<file path="src/rtl/alu_seq_pkg.sv">
// Shared types and constants for the ALU operation sequencer.
//   state_t : sequencer FSM states (IDLE, LOAD, EXEC, DONE)
//   OP_AND / OP_ADD : datapath select encodings carried on alu_sel
package alu_seq_pkg;

  typedef enum logic [1:0] {
    S_IDLE = 2'd0,
    S_LOAD = 2'd1,
    S_EXEC = 2'd2,
    S_DONE = 2'd3
  } state_t;

  localparam logic OP_AND = 1'b0;
  localparam logic OP_ADD = 1'b1;

endpackage

</file>
<file path="src/rtl/button_sync_edge.sv">
// Two-flop synchronizer plus falling-edge detector for one active-low
// pushbutton. All stages reset to 1 (released).
//   clk        : system clock
//   reset      : synchronous, active-high
//   not_button : raw active-low button, asynchronous to clk
//   press      : one-cycle pulse per press (synced 1 -> 0 transition)
module button_sync_edge (
  input  logic clk,
  input  logic reset,
  input  logic not_button,
  output logic press
);

  logic sync_1;
  logic sync_2;
  logic sync_prev;
  logic settled;
  logic armed;

  // The stages reset to 1, so a button held through reset would look like a
  // fresh falling edge. Events are only armed once a genuine post-reset
  // sample has shown the button released.
  always_ff @(posedge clk) begin
    if (reset) begin
      sync_1    <= 1'b1;
      sync_2    <= 1'b1;
      sync_prev <= 1'b1;
      settled   <= 1'b0;
      armed     <= 1'b0;
    end else begin
      sync_1    <= not_button;
      sync_2    <= sync_1;
      sync_prev <= sync_2;
      settled   <= 1'b1;
      if (settled && sync_1) armed <= 1'b1;
    end
  end

  assign press = armed & sync_prev & ~sync_2;

endmodule

</file>
<file path="src/rtl/alu_op_sequencer.sv">
// Sequences the AND/ADD datapath from two active-low pushbuttons.
// LEFT requests AND, RIGHT requests ADD; requests are queued as pending bits
// and arbitrated round-robin against the last completed op.
//   clk, reset                : clock, synchronous active-high reset
//   not_LEFT/RIGHT_pushbutton : raw active-low buttons
//   A, B                      : operands from switches
//   alu_a, alu_b, alu_sel     : registered operands/select to datapath
//   alu_valid                 : high while the datapath is evaluated
//   alu_result                : datapath output
//   result, done              : captured result and its one-cycle strobe
//   busy, last_op, op_count   : status
module alu_op_sequencer
  import alu_seq_pkg::*;
#(
  parameter int WIDTH       = 4,
  parameter int EXEC_CYCLES = 1,
  parameter int CNT_W       = 8
) (
  input  logic             clk,
  input  logic             reset,
  input  logic             not_LEFT_pushbutton,
  input  logic             not_RIGHT_pushbutton,
  input  logic [WIDTH-1:0] A,
  input  logic [WIDTH-1:0] B,
  output logic [WIDTH-1:0] alu_a,
  output logic [WIDTH-1:0] alu_b,
  output logic             alu_sel,
  output logic             alu_valid,
  input  logic [WIDTH-1:0] alu_result,
  output logic [WIDTH-1:0] result,
  output logic             done,
  output logic             busy,
  output logic             last_op,
  output logic [CNT_W-1:0] op_count
);

  localparam logic [3:0] EXEC_LOAD = 4'(EXEC_CYCLES - 1);

  state_t     state;
  state_t     state_n;
  logic [3:0] exec_cnt;
  logic       pend_and;
  logic       pend_add;
  logic       ev_and;
  logic       ev_add;
  logic       grant_fire;
  logic       grant_op;

  button_sync_edge u_sync_left (
    .clk        (clk),
    .reset      (reset),
    .not_button (not_LEFT_pushbutton),
    .press      (ev_and)
  );

  button_sync_edge u_sync_right (
    .clk        (clk),
    .reset      (reset),
    .not_button (not_RIGHT_pushbutton),
    .press      (ev_add)
  );

  always_comb begin
    state_n    = state;
    grant_fire = 1'b0;
    // Both pending: alternate away from the last completed op.
    grant_op   = (pend_and && pend_add) ? ~last_op : pend_add;
    alu_valid  = 1'b0;
    done       = 1'b0;
    busy       = (state != S_IDLE);
    case (state)
      S_IDLE: begin
        if (pend_and || pend_add) begin
          state_n    = S_LOAD;
          grant_fire = 1'b1;
        end
      end
      S_LOAD: state_n = S_EXEC;
      S_EXEC: begin
        alu_valid = 1'b1;
        if (exec_cnt == '0) state_n = S_DONE;
      end
      S_DONE: begin
        done    = 1'b1;
        state_n = S_IDLE;
      end
      default: state_n = S_IDLE;
    endcase
  end

  always_ff @(posedge clk) begin
    if (reset) begin
      state    <= S_IDLE;
      exec_cnt <= '0;
      pend_and <= 1'b0;
      pend_add <= 1'b0;
      alu_a    <= '0;
      alu_b    <= '0;
      alu_sel  <= 1'b0;
      result   <= '0;
      last_op  <= OP_ADD;
      op_count <= '0;
    end else begin
      state <= state_n;
      // A new press wins over a same-cycle grant of the same bit.
      pend_and <= ev_and | (pend_and & ~(grant_fire & (grant_op == OP_AND)));
      pend_add <= ev_add | (pend_add & ~(grant_fire & (grant_op == OP_ADD)));
      if (grant_fire) begin
        alu_a   <= A;
        alu_b   <= B;
        alu_sel <= grant_op;
      end
      if (state == S_LOAD) begin
        exec_cnt <= EXEC_LOAD;
      end else if (state == S_EXEC && exec_cnt != '0) begin
        exec_cnt <= exec_cnt - 4'd1;
      end
      if (state == S_EXEC && exec_cnt == '0) begin
        result   <= alu_result;
        op_count <= op_count + CNT_W'(1);
        last_op  <= alu_sel;
      end
    end
  end

endmodule

</file>
<file path="config.mk">
export PLATFORM = sky130hd
export DESIGN_NAME = alu_op_sequencer
export DESIGN_NICKNAME = d
export VERILOG_FILES = /design/src/rtl/alu_seq_pkg.sv /design/src/rtl/button_sync_edge.sv /design/src/rtl/alu_op_sequencer.sv
export SDC_FILE = /design/constraint.sdc
export NUM_CORES = 1
export LEC_CHECK = 0
export CORE_MARGIN = 2
export CORE_UTILIZATION = 30
export CTS_BUF_LIST = sky130_fd_sc_hd__clkbuf_2
export DETAILED_ROUTE_END_ITERATION = 12
export GPL_TIMING_DRIVEN = 0
export PLACE_DENSITY = 0.66
export SLEW_MARGIN = 20
export SYNTH_ARGS = -nofsm -noshare
export SYNTH_HDL_FRONTEND = slang
export SYNTH_SLANG_ARGS = --single-unit
</file>
<file path="constraint.sdc">
create_clock -name clk -period 1.6 [get_ports clk]
set_input_delay 0.32 -clock clk [delete_from_list [all_inputs] [get_ports clk]]
set_output_delay 0.32 -clock clk [all_outputs]
set_load 0.1 [all_outputs]
</file>
==> impl_summary.md <==
Outcome
The run finished, with violations left. The final reports fail on negative setup slack.

Drt
The via total after detailed routing is 1231. Summed over all layers, the routed wires come to 3030 um. The number of design-rule violations left by the first detailed-router iteration is 50.

The remaining number of nets flagged by the antenna check after routing is 0. The number of iterations in the first detailed-routing pass is 4. In the final routed layout, each cell accounts on average for 10.8 um. Dividing the detail-routed via count by the number of cells gives 4.40. For this run, design rule violations remaining after detail routing come to 0.

Die
The site row count is 26. The total die area is 5800 sq um. The initial utilization of the core area, before any placement, comes to 0.308.

The boundary pin count is 41. The core region is 5070 sq um. The die span in y is between 70 and 80 um. The die is roughly 76 um wide.

Pwr
The power density over cell area is roughly 1200 nW/um^2. The switching share of power is 0.401. The share of total power dissipated in the clock network is 0.160. Of the total power, registers draw 0.421. Cell internal power was estimated by the tool at 1.56 mW. The relative contribution of combinational cells to total power is 0.419. The design draws between 2 and 3 mW. The analysis attributes to net switching a power of roughly 1.0 mW. IR analysis of the VDD net gives a maximum drop of 0.693 mV. The analysis attributes to cell leakage a power of 0.943 nW.

Worst setup path
Data on the critical path arrives at its endpoint at 1290 ps. Data on the critical path is required at its endpoint by 1280 ps. STA classifies the critical path startpoint as a flip-flop. The worst setup slack for register-to-register paths is 0 ps. Of all nets on the critical path, the largest fanout is 3. The kind of end point of the critical path is an output pin. The worst setup path category is reg2out.

Global routing
The number of global-route vias before repair came to 1170. The number of antenna violations at the first check in global routing is 0. The first global-routing pass estimated 5310 um of wire. Entering global routing, the biggest net connects 12 pins.

The total global routing overflow is 0. Across every metal layer, demand over resource in global routing totals 0.115.

Timing
The minimum period implied by the final worst setup slack is 1610 ps. The number of pins exceeding their max-slew limit in the final report is 0. The final cycle utilization of the critical path is 1.01. Across the routed clock network, the largest skew measured is 6.76 ps.

The final number of hold-violating endpoints is 0. Across all setup checks in the final design, the least slack found is -10.4 ps. At the pin with the least slew margin, the transition time is 546 ps. The number of setup violations in the final report is 3.

The maximum clock frequency is ~0.62 GHz. Setup repair after global routing could not meet its margin everywhere. Final hold analysis gives a worst-case slack of 314 ps. The relative slew slack is 0.636.

Clock network
The number of hold buffers added after CTS is 0. The tree is rooted in a sky130_fd_sc_hd__clkbuf_2. Clock tree synthesis found a total of 39 sinks. The H-tree was split into 2 levels. The CTS tree is yes.

The clock edge transition at the registers on the reported setup and hold paths is 180 ps. Clock latency on the worst-skew pair, taken at its later pin, is 390 ps. In this run the deepest clock path goes through 2 buffers. Counting the buffers created by CTS gives 5.

Synth
The proportion of netlist area held by the largest area contributor is 0.500. The count of mapped cells out of synthesis is 160. The most common cell in the synthesized netlist is sky130_fd_sc_hd__dfxtp_1. After synthesis, the most frequently instantiated cells are sky130_fd_sc_hd__dfxtp_1 (39), sky130_fd_sc_hd__nor2_1 (19), sky130_fd_sc_hd__mux2i_1 (15). The post-synthesis sequential element count is 39. The unique cell type count in the Yosys netlist is 33. In this run, synthesis inferred 0 flip-flops with an integrated enable.

The number of nets in the synthesized netlist is 183. The synthesized area divided by synthesized cell count is 9.76 sq um. The biggest area contributor in the post-synthesis netlist is sky130_fd_sc_hd__dfxtp_1. The prevailing post-synth register cell is sky130_fd_sc_hd__dfxtp_1.

In this run the cell area of the synthesized design comes to roughly 1600 sq um. Sorting the synthesized cells by area gives the leading types as sky130_fd_sc_hd__dfxtp_1 (50%), sky130_fd_sc_hd__mux2i_1 (9.6%), sky130_fd_sc_hd__ha_1 (5.6%), sky130_fd_sc_hd__nor2_1 (4.6%), sky130_fd_sc_hd__a21oi_1 (4.2%). The Yosys step of the flow raised 0 warnings. The share of the Yosys chip area taken by registers is 0.500.

The share of flip-flops with an asynchronous set or reset after synthesis is 0.

Placed design
The quantity of I/O buffers inserted on ports is 39. The congestion estimate from routability-driven global placement came to 0.729. Detailed placement finished with a half-perimeter wire length of approximately 2100 um.

Job
Max-cap violations in this run came to 0.

Min path
The class of the tightest hold or removal check is in2reg.

Layout
The filler cells instantiated in the layout total about 540. The synthesis-to-layout area growth is 36.8%. After the last flow step, the layout net total stands at between 200 and 250. 0 antenna diodes ended up in the layout. The fraction of layout instances using a drive strength above 1 is 0.314.
final timing paths:
| check | cells past startpoint | start | end |
|---|---|---|---|
| hold reg to reg | 1 | u_sync_left.sync_2$_SDFF_PP1_ | u_sync_left.sync_prev$_SDFF_PP1_ |
| setup / recovery | 4 | state[1]$_SDFFE_PP0P_ | busy |
| setup reg to reg | 7 | state[0]$_SDFFE_PP0P_ | op_count[5]$_SDFFE_PP0P_ |
| hold / removal | 2 | reset | u_sync_right.settled$_DFF_P_ |
layer usage:
layer | track usage | wire length, um | vias up
met5 | 0 | 0 | -
li1 | - | - | 646
met1 | 0.146 | 1440 | 548
met3 | 0.0581 | 232 | 5
met2 | 0.164 | 1310 | 32
met4 | 0.0473 | 44 | 0
cell usage in the layout, fill, tap and decap left out, types with 3 or more instances in the layout:
cell type and instances:
sky130_fd_sc_hd__dfxtp_2 8, sky130_fd_sc_hd__clkbuf_1 4, sky130_fd_sc_hd__buf_4 5, sky130_fd_sc_hd__nor2_1 19
sky130_fd_sc_hd__buf_2 7, sky130_fd_sc_hd__clkbuf_4 14, sky130_fd_sc_hd__or3_1 4, sky130_fd_sc_hd__nand3_1 4
sky130_fd_sc_hd__ha_1 5, sky130_fd_sc_hd__buf_6 3, sky130_fd_sc_hd__dfxtp_1 30, sky130_fd_sc_hd__inv_1 5
sky130_fd_sc_hd__nand2_1 7, sky130_fd_sc_hd__o21ai_0 3, sky130_fd_sc_hd__clkbuf_2 6, sky130_fd_sc_hd__or2_2 7
sky130_fd_sc_hd__a21oi_1 12, sky130_fd_sc_hd__mux2i_1 15, sky130_fd_sc_hd__clkdlybuf4s50_1 14
cell type report:
type,instances,area (sq um),share of cell area
buffer,7,48.8,0.0228
timing repair buffer,43,368,0.172
clock inverter,2,7.51,0.00351
tap,70,87.6,0.0410
sequential,39,795,0.372
clock buffer,6,30.0,0.0141
inverter,8,38.8,0.0182
multi-input combinational,105,761,0.356
through the flow:
| stage | setup slack (ps) | setup TNS (ps) | utilization | cell area, sq um | instances |
|---|---|---|---|---|---|
| 2_1_floorplan | -157 | -1170 | - | 1600 | 160 |
| 3_3_place_gp | -713 | -5810 | 0.410 | 2080 | 269 |
| 3_5_place_dp | -708 | -5850 | 0.410 | 2080 | 269 |
| 4_1_cts | -84.4 | -114 | 0.409 | 2070 | 278 |
| 5_1_grt | -115 | -791 | 0.421 | 2140 | 280 |
| 6_report | -10.4 | -19.7 | 0.421 | 2140 | 280 |
worst max-delay path, cell delays in order (launching register included):
cell	delay (ps)
sky130_fd_sc_hd__dfxtp_4	400
sky130_fd_sc_hd__inv_4	70
sky130_fd_sc_hd__ha_4	150
sky130_fd_sc_hd__clkinvlp_4	110
sky130_fd_sc_hd__buf_12	180
cell families after synthesis:
group | after synthesis | share of synthesized area
simple gates | 53 | 0.177
flops | 39 | 0.500
compound gates | 27 | 0.110
buf+inv | 16 | 0.0425
mux | 16 | 0.103
fa+ha+maj | 7 | 0.0561
xor+xnor | 2 | 0.0112
registers in the layout, indices dropped and copies added, names as in the netlist, 2 cells and up:
name / cells
op_count: 8
state: 2
alu_b: 4
alu_a: 4
exec_cnt: 4
result: 4
timing repair:
item / CTS / global route
cloned: 0 / 0
endpoints found under the setup margin: 38 / 31
setup buffers: 2 / 2
pin swaps: 1 / 1
resized for setup: 146 / 17
power groups by stage:
| stage | sequential [mW] | combinational, mW | clock (mW) |
|---|---|---|---|
| floorplan | 1.32 | 0.526 | 0 |
| global placement | 1.11 | 0.922 | 0 |
| detailed placement | 1.11 | 0.927 | 0 |
| CTS | 1.09 | 1.03 | 0.442 |
| global route | 1.10 | 1.15 | 0.492 |
| finish | 1.10 | 1.09 | 0.417 |
Note: power is estimated with default switching activity, not from simulation.
